`config.mk`:
```
export PLATFORM = sky130hd
export DESIGN_NAME = ifetch_queue
export DESIGN_NICKNAME = d
export VERILOG_FILES = /design/src/rtl/ifetch_queue_pkg.sv /design/src/rtl/ifetch_queue_fifo.sv /design/src/rtl/ifetch_queue.sv
export SDC_FILE = /design/constraint.sdc
export NUM_CORES = 1
export LEC_CHECK = 0
export CAP_MARGIN = 20
export CORE_ASPECT_RATIO = 0.5
export CORE_MARGIN = 3
export CORE_UTILIZATION = 54
export CTS_CLUSTER_SIZE = 25
export DETAILED_ROUTE_END_ITERATION = 12
export GPL_ROUTABILITY_DRIVEN = 0
export PLACE_DENSITY = 0.78
export SLEW_MARGIN = 10
export SYNTH_ARGS = -nofsm -noshare
export SYNTH_HDL_FRONTEND = slang
export SYNTH_SLANG_ARGS = --single-unit
export TNS_END_PERCENT = 5
```
`constraint.sdc`:
```
create_clock -name clk -period 3.5 [get_ports clk]
set_input_delay 0.525 -clock clk [delete_from_list [all_inputs] [get_ports clk]]
set_output_delay 0.525 -clock clk [all_outputs]
set_load 0.1 [all_outputs]
```
`src/rtl/ifetch_queue_pkg.sv`:
```
// ifetch_queue_pkg
//   Shared defines for the instruction-fetch queue slice.
//   ADDR_SIZE / INSTR_SIZE are the default fetch-address and instruction
//   widths. PC_INC is the byte step between sequential fetch addresses.
//   The counter helper sizes occupancy/credit counters for a given depth.
package ifetch_queue_pkg;

  localparam int ADDR_SIZE  = 32;
  localparam int INSTR_SIZE = 32;
  localparam int PC_INC     = 4;

  // Width of a counter that must hold every value 0..depth inclusive.
  function automatic int countWidth(input int depth);
    return $clog2(depth) + 1;
  endfunction

endpackage

```
`src/rtl/ifetch_queue_fifo.sv`:
```
// fetch_fifo
//   Circular buffer holding fetched {pc, instruction} entries for decode.
//   Ports:
//     clk, rst       clock, asynchronous active-low reset
//     clear          drop every entry (takes priority over push/pop)
//     push/pushData  write pushData at the tail
//     pop            retire the head entry
//     headData       current head entry (meaningful while occupancy != 0)
//     occupancy      number of valid entries, 0..DEPTH
//   The caller guarantees push never targets a full buffer and pop never
//   targets an empty one. A push and a pop in the same cycle leave the
//   occupancy unchanged.
module fetch_fifo
  import ifetch_queue_pkg::*;
#(
  parameter int WIDTH = ADDR_SIZE + INSTR_SIZE,
  parameter int DEPTH = 4
) (
  input  logic                         clk,
  input  logic                         rst,
  input  logic                         clear,
  input  logic                         push,
  input  logic [WIDTH-1:0]             pushData,
  input  logic                         pop,
  output logic [WIDTH-1:0]             headData,
  output logic [countWidth(DEPTH)-1:0] occupancy
);

  localparam int PTR_W = $clog2(DEPTH);
  localparam int CNT_W = countWidth(DEPTH);

  logic [WIDTH-1:0] mem [DEPTH];
  logic [PTR_W-1:0] wrPtr;
  logic [PTR_W-1:0] rdPtr;
  logic [CNT_W-1:0] count;

  // NOTE: storage has no reset; an entry is only observed after a push has
  // written it, and leaving the array reset-free lets it map onto plain RAM.
  always_ff @(posedge clk) begin
    if (push && !clear) begin
      mem[wrPtr] <= pushData;
    end
  end

  // NOTE: sequential state is updated with non-blocking assignments so that
  // every read in this block sees the value from before the clock edge.
  always_ff @(posedge clk or negedge rst) begin
    if (!rst) begin
      wrPtr <= '0;
      rdPtr <= '0;
      count <= '0;
    end else if (clear) begin
      wrPtr <= '0;
      rdPtr <= '0;
      count <= '0;
    end else begin
      if (push) wrPtr <= wrPtr + PTR_W'(1);
      if (pop)  rdPtr <= rdPtr + PTR_W'(1);
      count <= count + CNT_W'(push) - CNT_W'(pop);
    end
  end

  assign headData  = mem[rdPtr];
  assign occupancy = count;

endmodule

```
`src/rtl/ifetch_queue.sv`:
```
// ifetch_queue
//   Decoupled instruction-fetch front end. Issues sequential fetch requests,
//   buffers in-order responses for decode, and flushes on redirect.
//   Ports:
//     clk, rst                    clock, asynchronous active-low reset
//     imem_req_valid/addr/ready   fetch request handshake toward memory
//     imem_rsp_valid/data         in-order responses, one per accepted request
//     dec_valid/ready/instr/pc    queue head toward decode
//     redirect, redirect_pc       taken branch/jump; flushes and re-steers
//   Credit: a request is only issued while queued entries plus outstanding
//   requests are below DEPTH, so every response always has a free slot.
//   After a redirect the responses still owed for older requests are counted
//   in discardCnt and dropped as they arrive.
module ifetch_queue
  import ifetch_queue_pkg::*;
#(
  parameter int                ADDR_W   = ADDR_SIZE,
  parameter int                INSTR_W  = INSTR_SIZE,
  parameter int                DEPTH    = 4,
  parameter logic [ADDR_W-1:0] RESET_PC = '0
) (
  input  logic               clk,
  input  logic               rst,
  output logic               imem_req_valid,
  output logic [ADDR_W-1:0]  imem_req_addr,
  input  logic               imem_req_ready,
  input  logic               imem_rsp_valid,
  input  logic [INSTR_W-1:0] imem_rsp_data,
  output logic               dec_valid,
  input  logic               dec_ready,
  output logic [INSTR_W-1:0] dec_instr,
  output logic [ADDR_W-1:0]  dec_pc,
  input  logic               redirect,
  input  logic [ADDR_W-1:0]  redirect_pc
);

  localparam int                CNT_W      = countWidth(DEPTH);
  localparam logic [ADDR_W-1:0] PC_STEP    = ADDR_W'(PC_INC);
  localparam logic [CNT_W:0]    CREDIT_MAX = (CNT_W + 1)'(DEPTH);

  logic [ADDR_W-1:0]         fetchPc;
  logic [ADDR_W-1:0]         rspPc;
  logic [ADDR_W-1:0]         redirectTarget;
  logic [CNT_W-1:0]          inflight;
  logic [CNT_W-1:0]          discardCnt;
  logic [CNT_W-1:0]          occupancy;
  logic [CNT_W:0]            creditUsed;
  logic                      accept;
  logic                      rspKeep;
  logic                      headValid;
  logic                      pop;
  logic [ADDR_W+INSTR_W-1:0] headEntry;

  assign redirectTarget = {redirect_pc[ADDR_W-1:2], 2'b00};
  assign creditUsed     = {1'b0, occupancy} + {1'b0, inflight};

  // rst appears here so the request drops the moment reset asserts, with no
  // clock edge needed, and rises in the first cycle after release.
  assign imem_req_valid = rst && !redirect && (creditUsed < CREDIT_MAX);
  assign imem_req_addr  = fetchPc;
  assign accept         = imem_req_valid && imem_req_ready;

  // Responses are stale while older requests are still being drained, and
  // anything arriving in the redirect cycle itself belongs to the old path.
  assign rspKeep = imem_rsp_valid && !redirect && (discardCnt == '0);

  assign headValid = (occupancy != '0);
  assign dec_valid = headValid && !redirect;
  assign pop       = dec_valid && dec_ready;

  // Zeroed while empty so reset (which empties the queue) shows 0 on decode.
  assign {dec_pc, dec_instr} = headValid ? headEntry : '0;

  always_ff @(posedge clk or negedge rst) begin
    if (!rst) begin
      fetchPc    <= RESET_PC;
      rspPc      <= RESET_PC;
      inflight   <= '0;
      discardCnt <= '0;
    end else begin
      // Every response retires one outstanding request, kept or dropped.
      inflight <= inflight + CNT_W'(accept) - CNT_W'(imem_rsp_valid);

      if (redirect) begin
        fetchPc    <= redirectTarget;
        rspPc      <= redirectTarget;
        // All requests still outstanding after this edge are on the old path.
        discardCnt <= inflight - CNT_W'(imem_rsp_valid);
      end else begin
        if (accept)  fetchPc <= fetchPc + PC_STEP;
        if (rspKeep) rspPc   <= rspPc + PC_STEP;
        if (imem_rsp_valid && (discardCnt != '0)) begin
          discardCnt <= discardCnt - CNT_W'(1);
        end
      end
    end
  end

  fetch_fifo #(
    .WIDTH (ADDR_W + INSTR_W),
    .DEPTH (DEPTH)
  ) u_fifo (
    .clk       (clk),
    .rst       (rst),
    .clear     (redirect),
    .push      (rspKeep),
    .pushData  ({rspPc, imem_rsp_data}),
    .pop       (pop),
    .headData  (headEntry),
    .occupancy (occupancy)
  );

endmodule

```
## Word level (Yosys, flattened, before mapping)

Memories as Yosys holds them, arrays and structs flattened.
Index checks and enable logic that the tools add are counted.

- Bits in writable memories: 256
- Output and inout bits: 98
- Memories kept: 1
- Flip-flop bits (word level): 77
- Logic and storage cells: 51
- Input bits: 70

- Reductions and logical operators: 17
- $add $sub $neg: 11
- Multiplexer cells: 14
- Magnitude comparators: 1

Memory list:

| name | depth | width | read ports | clocked after memory_dff | wr ports | RTL line | text |
|---|---|---|---|---|---|---|---|
| u_fifo.mem | 4 | 64 | 1 | 0 | 1 | ifetch_queue_fifo.sv:32 | `logic [WIDTH-1:0] mem [DEPTH];` |

Operator list:

| operator | count |
|---|---|
| 32-bit two-way mux | 4 |
| 32-bit by 3-bit adder with 32-bit output (second input constant) | 2 |
| 64-bit two-way mux | 1 |
| 1-bit logical AND | 9 |
| 3-bit two-way mux | 3 |
| 3-bit by 1-bit subtractor with 3-bit output | 3 |
| 2-bit two-way mux | 4 |
| 2-bit nonzero test | 4 |
| 3-bit by 1-bit adder with 3-bit output | 2 |
| 3-bit nonzero test | 2 |
| 2-bit by 1-bit adder with 2-bit output (second input constant) | 2 |
| 3-bit by 3-bit adder with 4-bit output | 1 |
| 4-bit by 3-bit less-than comparator with 1-bit output (second input constant) | 1 |
| 3-bit zero test | 1 |
| 3-bit by 1-bit subtractor with 3-bit output (second input constant) | 1 |
| 1-bit two-way mux | 2 |
| 1-bit zero test | 1 |

## Logic depth before layout (Yosys ltp)

Gate-level depths: netlist of run 1.

- Depth after elaboration: 6
- Gate-level depth with buffers: 11

## Cells and area by module

Synthesis of run 1 repeated with hierarchy kept, for this count alone.

- Cell total of the unflattened synthesis: 857
- Area, all modules: 14,099.8 um2

Modules (own cells, without submodules):

| module | instances | area an instance (um2) | cells an instance | seq. area each (um2) |
|---|---|---|---|---|
| fetch_fifo | 1 | 9,688.0 | 372 | 7,862.5 |
| ifetch_queue | 1 | 4,411.7 | 485 | 1,651.6 |

## Worst setup path after synthesis of run 1

Ideal clock, no wire load.

- Kind: register to output
- From: reg inflight[2]
- To: out imem_req_valid
- Arrival: 3.229 ns
- Buffers on the path: 0
- Cell stages (with the launch flop): 4
- Required time: 2.975 ns
- Path slack: -0.254 ns
- Path through: dfrtp_1 -> ha_1 -> or4b_4 -> nor3_1

- Longest elaborated chain between the ends: 3

RTL lines:

| element | RTL line | text |
|---|---|---|
| start, declared | ifetch_queue.sv:44 | `logic [CNT_W-1:0] inflight;` |
| start signal, assigned | ifetch_queue.sv:82 | `inflight <= inflight + CNT_W'(accept) - CNT_W'(imem_rsp_valid);` |
| 3-bit by 3-bit adder with 4-bit output | ifetch_queue.sv:55 | `assign creditUsed = {1'b0, occupancy} + {1'b0, inflight};` |
| 4-bit by 3-bit less-than comparator with 1-bit output | ifetch_queue.sv:59 | `assign imem_req_valid = rst && !redirect && (creditUsed < CREDIT_MAX);` |
| 1-bit logical AND | ifetch_queue.sv:59 |  |
| end, declared | ifetch_queue.sv:24 | `output logic imem_req_valid,` |

Every way passes these cells.

## Worst setup path in the final report of run 1

- From: reg u_fifo.rdPtr[0]
- To: out dec_instr[31]

- Longest elaborated chain between the ends: 2

RTL lines:

| element | RTL line | text |
|---|---|---|
| start, declared | ifetch_queue_fifo.sv:34 | `logic [PTR_W-1:0] rdPtr;` |
| start signal, assigned | ifetch_queue_fifo.sv:58 | `if (pop) rdPtr <= rdPtr + PTR_W'(1);` |
| memory 4 x 64 bit | n/a |  |
| 64-bit two-way mux | ifetch_queue.sv:72 | `assign {dec_pc, dec_instr} = headValid ? headEntry : '0;` |
| end, declared | ifetch_queue.sv:31 | `output logic [INSTR_W-1:0] dec_instr,` |

Every way passes these cells.

==> results of run 1 <==
## per-layer routing
layer	track usage, %	vias up	share of wire [%]
met5	0	-	0
met4	4.54	0	1.9
met3	3.68	42	5.4
met2	34.7	246	49
met1	30.7	4025	44
li1	-	3551	-
## flip-flops by register name (all words and copies together), names as in the netlist
register and flops:
u_fifo.mem 248, imem_req_addr 30, rspPc 30, discardCnt 3
inflight 3, u_fifo.occupancy 3, u_fifo.rdPtr 2, u_fifo.wrPtr 2
## where the power goes
part / leakage, nW / switching (W) / internal (W) / total [W]
Clock: 0.409 / 0.00131 / 0.00162 / 0.00293
Sequential: 3.12 / 0.000288 / 0.00436 / 0.00465
Combinational: 2.22 / 0.00382 / 0.00143 / 0.00525
## layout by cell type, fill, tap and decap left out, types with 4 or more instances in the layout
cell type and count:
mux4_2 62, ha_1 16, and3_1 9, a31o_2 4, o211ai_1 13, and2_2 4, nor3_1 9, inv_1 21
clkinv_1 6, buf_12 7, xnor2_1 13, clkbuf_1 6, nand4_1 21, nand3_1 26, or4_1 4, mux2_2 9
a21oi_1 10, xor2_1 31, and2_1 66, o311ai_0 7, nand2_1 59, o21ai_0 36, clkdlybuf4s50_1 95, conb_1 4
buf_4 78, edfxtp_1 248, nor4_1 5, dfrtp_1 71, and4_1 4, nor2_1 21, clkbuf_16 28
## through the flow
step / hold slack, ps / worst slack [ps] / utilization [%] / cells / cell area [sq um]
after floorplan: 229 / 308 / - / 839 / 13500
after global placement: 523 / 556 / 63.6 / 1319 / 15400
after detailed placement: 528 / 496 / 63.6 / 1319 / 15400
after CTS: 265 / 330 / 67.2 / 1368 / 16300
after global routing: 314 / 248 / 67.2 / 1368 / 16300
final: 197 / 392 / 67.2 / 1368 / 16300
## path summary, 6_finish.rpt
kind                                       from                 to  slack (ps)  cells past startpoint
min in group clk                       redirect    u_fifo.wrPtr[0]         350                      2
max in group asynchronous                   rst    u_fifo.rdPtr[0]        2540                      2
worst min register to register      inflight[0]        inflight[0]         540                      1
worst max register to register      inflight[2]        inflight[2]         490                     10
worst min-delay path                        rst  imem_req_addr[28]         200                      2
worst max-delay path            u_fifo.rdPtr[0]      dec_instr[31]         390                      4
## area by class of cell
| class | instances | area, sq um | share of cell area [%] |
|---|---|---|---|
| Multi-Input combinational cell | 458 | 3980 | 24.4 |
| Inverter | 22 | 82.6 | 0.506 |
| Clock inverter | 15 | 138 | 0.844 |
| Tap cell | 336 | 420 | 2.58 |
| Clock buffer | 34 | 723 | 4.43 |
| Timing Repair Buffer | 182 | 1690 | 10.3 |
| Sequential cell | 321 | 9280 | 56.9 |
## kinds of logic (layout without fill, tap and decap cells)
logic type,count (synthesis),in the layout,share of synthesized area [%]
compound gates,77,77,3.54
xor+xnor,44,44,2.86
fa+ha+maj,18,18,1.78
buf+inv,60,253,1.79
flops,321,321,68.8
mux,72,72,11.2
other cells,1,4,0.0278
simple gates,243,243,9.97
==> results.cfg, run 1 <==
[floorplanning]
io_pins = 168
initial_core_util_pct = 55.5
die_w_um = 229
row_count = 40
die_h_um = 118
die_area_sq_um = 27000
core-area_sq_um = 24300

[worst_setup_path]
start_kind = register
cpLargestDelayFamily = flip-flops
cpMaxStageDelayCell = dfrtp_4
required_ps = 2970
worst-setup-path-type = reg -> out
crit_path_end_kind = primary output
critPathBufInv = 2
crit_top_cell = buf_4
arrival_ps = 2580
crit_chain = buf_4 -> mux4_2 -> and2_1 -> buf_4
slowest_delay_ps = 700
cp_max_fo = 21

[detailed_routing]
vias = 7864
ant_nets = 0
first_pass_iters = 5
drc_errors = 0
routedWlPerCell_um = 20.6
wl_um = 28200
dr.first_iter.drc_count = 686
vias_per_cell = 5.75

[yosys]
synth-async-reset-ratio_pct = 22.7
synth_area_per_cell_sq_um = 16.1
yosys-top-cells-count = edfxtp_1, dfrtp_1, and2_1, mux4_2, nand2_1
yosysSeqAreaShare_pct = 68.8
synth_edf_count = 248
synth_area_leader_cell = edfxtp_1
ys_ff_latch = 321
synthFlopType = edfxtp_1
syn_inst = 836
netlist_area_sq_um = 13500
synth.distinct_cells = 45
synth.area.top_cells = edfxtp_1, dfrtp_1, mux4_2
yosysTopAreaCellShare_pct = 55.3
synth_most_common_cell = edfxtp_1
ys.warnings.count = 0

[cts]
cts_made_buffers = 28
clkTransAtPathRegs_ps = 70
clockBufferDepth = 3
htree_levels = 1
post_cts_buffers = 0
cts_sinks = 321
cts_root_buf = clkbuf_16
cts_resized = 0
clock_latency_ps = 550
cts_tree = yes
postCtsHoldBufs = 0

[global_routing]
grtUsageTotal_pct = 21.3
grt_max_degree = 74
antenna_found_initial = 0
grt_overflow_total = 0
grt_pass1_wl_um = 45500
first_global_vias = 8151

[pwr]
p_leak_nw = 5.75
power_w = 0.0128
ir_drop_mv = 0.397
p_per_area_nw_per_um2 = 787

[cells_and_area]
n_antenna_cell = 0
nNetsFinal = 1101
syn2layout_area_growth_pct = 21.1
n_fill_cell = 1640
drive_gt1_share_pct = 20.6

[flow_run]
drv_cap = 0

[timing]
drv_slew = 0
tns_ps = 0
rsz0062_at_grt = no
finalCriticalPeriod_ps = 3110
relSlewSlack_pct = 33.1
fin_worst_skew_ps = 10.5
fmax_mhz = 322
final-setup-viol-count = 0
worst_pin_slew_ps = 1000
layout_worst_path_cycle_share_pct = 88.8
hold_viol_final = 0

[status]
status = finished clean

[place]
port_buffers = 161
dp_hpwl_um = 17400

[hold_path]
hp-class = in -> async
No activity file was read; power rests on OpenSTA's default activity.
==> inputs of run 2 (changes only) <==
--- a/config.mk
+++ b/config.mk
@@ -12,6 +12,7 @@
 export CTS_CLUSTER_SIZE = 25
 export DETAILED_ROUTE_END_ITERATION = 12
 export GPL_ROUTABILITY_DRIVEN = 0
+export GPL_TIMING_DRIVEN = 0
 export PLACE_DENSITY = 0.78
 export SLEW_MARGIN = 10
 export SYNTH_ARGS = -nofsm -noshare
==> run 2 against run 1 <==
The run now ends with negative setup slack left. Sequential power decreased by 0.9%. Cell area is 2.4% higher. Fmax down 13%. Largest cell class unchanged.
==> results.cfg, run 2 (synthesis gave the netlist of run 1 again) <==
[status]
status = finished, violations left
violations = negative setup slack

[global_routing]
grt_busiest_layer = met2
antenna_found_initial = 0
grtUsageMet2_pct = 37.6
grt_overflow_total = 0
grt_max_degree = 57
grt_use_met3_pct = 3.70
groute.layer.met1.usage_pct = 31.5
first_global_vias = 8533
grtUsageTotal_pct = 22.5
grt_pass1_wl_um = 47600

[pwr]
combinationalPowerShare_pct = 41.5
power.internal_w = 0.00742
ir_drop_mv = 0.390
power_switching_w = 0.00549
p_sw_share_pct = 42.5
pwr-share-clk_pct = 22.7
seq_power_share_pct = 35.7
p_per_area_nw_per_um2 = 773
p_leak_nw = 5.77

[flow_run]
drv_cap = 0

[worst_setup_path]
cp_max_fo = 10
worst-setup-path-type = in -> out
arrival_ps = 3030
start_kind = primary input
required_ps = 2970
crit_path_end_kind = primary output

[floorplanning]
core-area_sq_um = 24300
die_h_um = 118
initial_core_util_pct = 55.5
io_pins = 168
die_area_sq_um = 27000
die_w_um = 229
row_count = 40

[detailed_routing]
wl_um = 29900
dr.first_iter.drc_count = 704
vias = 8134
routedWlPerCell_um = 21.4
ant_nets = 0
vias_per_cell = 5.81
drc_errors = 0
first_pass_iters = 5

[cts]
clkTransAtPathRegs_ps = 70
cts_sinks = 321
clock_latency_ps = 550
cts_made_buffers = 28
clockBufferDepth = 3
htree_levels = 1
cts_tree = yes
cts_root_buf = clkbuf_16

[cells_and_area]
final_common_cell = edfxtp_1
largest_register_ffs = 248
syn2layout_area_growth_pct = 23.9
n_antenna_cell = 0
top_register = u_fifo.mem
final_cell_mix = edfxtp_1, clkdlybuf4s50_1, dfrtp_1
nNetsFinal = 1130
fin_cells = 1399
drive_gt1_share_pct = 20.4

[timing]
finalCriticalPeriod_ps = 3560
fin_worst_skew_ps = 14.7
fmax_mhz = 281
hold_viol_final = 0
tns_ps = -59.4
worst_pin_slew_ps = 1050
rsz0062_at_grt = yes
setup_ws_ps = -59.4
drv_slew = 0
relSlewSlack_pct = 30.2
layout_worst_path_cycle_share_pct = 102
final-setup-viol-count = 1

[place]
dp.cells = 1342
dp_hpwl_um = 19900
port_buffers = 161

[hold_path]
hp-class = in -> async
-- run 2: cell count changes in the layout (fill, tap and decap cells not counted), sizes merged, moves of 2 or more --
cell / before / now
buf: 87 / 18
dlygate4sd2: 0 / 4
clkdlybuf4s18: 0 / 2
clkbuf: 34 / 61
clkinvlp: 3 / 0
clkinv: 10 / 15
clkdlybuf4s15: 0 / 63
-- run 2: per-stage QoR --
step | setup WS (ps) | power, W | instance area (sq um) | hold slack (ps) | util, %
after detailed placement | -757 | 0.0101 | 15600 | 421 | 64.5
after CTS | -233 | 0.0130 | 16700 | 64.9 | 68.6
after global routing | -158 | 0.0134 | 16700 | 83.0 | 68.8
after floorplan | 308 | 0.00878 | 13500 | 229 | -
final | -59.4 | 0.0129 | 16700 | 70.4 | 68.8
after global placement | -3120 | 0.0101 | 15500 | 522 | 63.9
-- run 2: critical path, cell delays in order --
cell and delay [ps]:
clkdlybuf4s50_1 480, clkbuf_1 310, buf_2 300, clkbuf_2 270, nor3_2 240, dlygate4sd2_1 900
-- run 2: repair_timing --
| action | CTS | global route |
|---|---|---|
| endpoints found under the setup margin | 66 | 43 |
| resized for setup | 202 | 9 |
| pin swaps | 0 | 1 |
| hold buffers | 2 | 0 |
| cloned | 0 | 0 |
| setup buffers | 0 | 4 |
| hold endpoints to repair | 17 | 0 |
-- run 2: worst paths after layout --
path                        startpoint                 to  slack [ps]  depth (start not counted)
hold reg to reg            inflight[0]        inflight[0]         540                          1
max in group asynchronous          rst   imem_req_addr[9]        2400                          2
setup reg to reg           inflight[2]        inflight[2]         120                         11
min in group clk           inflight[0]        inflight[0]         540                          1
hold / removal                     rst  imem_req_addr[29]          70                          3
setup / recovery              redirect     imem_req_valid         -60                          6
-- run 2: routing by layer --
layer / share of wire, % / vias up
met4: 2.0 / 0
li1: - / 3621
met2: 49 / 306
met5: 0 / -
met1: 43 / 4161
met3: 5.8 / 46
-- run 2: power groups by stage --
stage                     logic, W  registers (W)  clock network (W)
final                      0.00536        0.00461            0.00294
after global routing       0.00561        0.00464            0.00315
after CTS                  0.00540        0.00461            0.00298
after detailed placement   0.00549        0.00466                  0
after global placement     0.00542        0.00465                  0
after floorplan            0.00385        0.00494                  0
-- run 2: final cells by class --
cell class / count / area [sq um]
sequential: 321 / 9280
fill: 1619 / 7580
multi-input combinational: 458 / 3980
timing repair buffer: 174 / 1860
clock buffer: 34 / 754
tap: 336 / 420
buffer: 37 / 211
clock inverter: 17 / 103
inverter: 22 / 82.6
==> inputs of run 3 (changes only) <==
--- a/config.mk
+++ b/config.mk
@@ -8,12 +8,11 @@
 export CAP_MARGIN = 20
 export CORE_ASPECT_RATIO = 0.5
 export CORE_MARGIN = 3
-export CORE_UTILIZATION = 54
+export CORE_UTILIZATION = 27
 export CTS_CLUSTER_SIZE = 25
 export DETAILED_ROUTE_END_ITERATION = 12
 export GPL_ROUTABILITY_DRIVEN = 0
 export GPL_TIMING_DRIVEN = 0
-export PLACE_DENSITY = 0.78
 export SLEW_MARGIN = 10
 export SYNTH_ARGS = -nofsm -noshare
 export SYNTH_HDL_FRONTEND = slang
==> run 3 against run 2 <==
The flow finishes with violations (negative hold slack). Critical path depth shrank 1. First-iteration DRC count is 21% lower. Fmax increased by 2.4%. Total power rose by 3.2%. Cell area increased by 2.6%. Non-clock buffer count down 4. Clock skew grew 8.6 ps. Clock-buffer cell count increased by 12. Critical endpoint is now dec_pc[13].
==> results.cfg, run 3 (synthesis gave the netlist of run 1 again) <==
[status]
status = finished, violations left
violations = negative hold slack

[pwr]
power.internal_w = 0.00768
pwr-share-clk_pct = 25.3
p_leak_nw = 5.89
combinationalPowerShare_pct = 40.0
ir_drop_mv = 0.425
seq_power_share_pct = 34.7
power_switching_w = 0.00563
p_per_area_nw_per_um2 = 777
p_sw_share_pct = 42.3
power_w = 0.0133

[global_routing]
first_global_vias = 8447
antenna_found_initial = 1
grt_overflow_total = 0
grtUsageTotal_pct = 12.6
grt_max_degree = 51
grt_pass1_wl_um = 51200

[cells_and_area]
final_cell_mix = edfxtp_1, clkdlybuf4s50_1, dfrtp_1
fin_area_sq_um = 17100
n_fill_cell = 4691
fin_cells = 1720
top_register = u_fifo.mem
nNetsFinal = 1133
drive_gt1_share_pct = 20.2
syn2layout_area_growth_pct = 27.1
n_antenna_cell = 0
final_common_cell = edfxtp_1
largest_register_ffs = 248

[timing]
relSlewSlack_pct = 23.4
fin_worst_skew_ps = 23.3
finalCriticalPeriod_ps = 3480
layout_worst_path_cycle_share_pct = 99.3
final-setup-viol-count = 0
worst_pin_slew_ps = 1140
drv_slew = 0
hold_viol_final = 4
fmax_mhz = 288
rsz0062_at_grt = yes
tns_ps = 0
finalHoldWorstSlack_ps = -5.64

[cts]
cts_made_buffers = 35
clock_latency_ps = 520
cts_root_buf = clkbuf_16
postCtsHoldBufs = 0
cts_tree = yes
htree_levels = 2
clkTransAtPathRegs_ps = 60
clockBufferDepth = 3
cts_sinks = 321

[worst_setup_path]
r2r_end = inflight[2]
worst-setup-path-type = reg -> out
required_ps = 2970
start_kind = register
reg2reg_from = inflight[2]
arrival_ps = 2950
cp_max_fo = 10
crit_end = dec_pc[13]
r2r_cells = 12
ff2ff_setup_slack_ps = 170
crit_path_end_kind = primary output
startpoint = u_fifo.occupancy[1]

[place]
dpl_cell_area_sq_um = 16100
dp.cells = 1656
dp_hpwl_um = 23100
port_buffers = 161

[detailed_routing]
dr.first_iter.drc_count = 555
drc_errors = 0
routedWlPerCell_um = 19.5
ant_nets = 0
first_pass_iters = 5
wl_um = 33500
vias_per_cell = 4.68
vias = 8055

[floorplanning]
initial_core_util_pct = 27.5
core-area_sq_um = 48900
die_w_um = 322
die_area_sq_um = 52800
die_h_um = 164
row_count = 57
io_pins = 168

[hold_path]
hp-class = in -> async

[flow_run]
drv_cap = 0
## run 3: cell types whose count changed in the layout (fill, tap and decap cells not counted), sizes merged
cell / delta
dlygate4sd3: -1
buf: +4
clkinv: +1
clkdlybuf4s18: -2
dlygate4sd2: +9
clkbuf: +21
clkdlybuf4s15: -23
bufinv: -1
## run 3: cell type report
class | count | area, sq um | area share, %
Sequential cell | 321 | 9280 | 54.1
Multi-Input combinational cell | 458 | 3990 | 23.3
Timing Repair Buffer | 170 | 1730 | 10.1
Clock buffer | 46 | 957 | 5.59
Tap cell | 649 | 812 | 4.74
Buffer | 37 | 184 | 1.07
Clock inverter | 17 | 103 | 0.599
Inverter | 22 | 82.6 | 0.482
## run 3: worst min-delay path by stage
stage | startpoint | end | slack [ps]
after floorplan | rst | discardCnt[0] | 230
after CTS | rst | imem_req_addr[28] | 1
after global placement | inflight[0] | inflight[0] | 530
after detailed placement | rst | imem_req_addr[28] | 530
after global routing | rst | imem_req_addr[28] | 20
final | rst | imem_req_addr[28] | -6
## run 3: power groups by stage
stage	combinational, W	sequential (W)	clock [W]
6_report	0.00533	0.00461	0.00337
5_1_grt	0.00559	0.00464	0.00361
4_1_cts	0.00544	0.00461	0.00345
3_5_place_dp	0.00558	0.00466	0
3_3_place_gp	0.00552	0.00465	0
2_1_floorplan	0.00385	0.00494	0
## run 3: repair_timing
action | CTS | global route
buffers inserted | 2 | 0
gates resized for setup | 166 | 27
pin swaps | 1 | 0
endpoints found under the hold margin | 0 | 0
endpoints found under the setup margin | 66 | 54
cloned | 0 | 0
## run 3: through the flow
stage	setup WS [ps]	utilization (%)
floorplan	308	-
global placement	-3350	32.5
detailed placement	-763	32.8
CTS	-142	35.1
global route	-128	35.0
finish	23.3	35.0
## run 3: worst max-delay path: stages, from the launching register on
cell and delay (ps):
dfrtp_1 430, or3_1 270, clkbuf_2 360, clkbuf_1 310, and2_1 190, dlygate4sd2_1 880
## run 3: metal layers
layer	up-vias	GRT usage, %	wire length (um)
met1	4182	14.7	12800
met2	177	24.0	18600
met3	56	1.64	1190
met5	-	0	7
met4	2	3.97	898
li1	3638	-	-
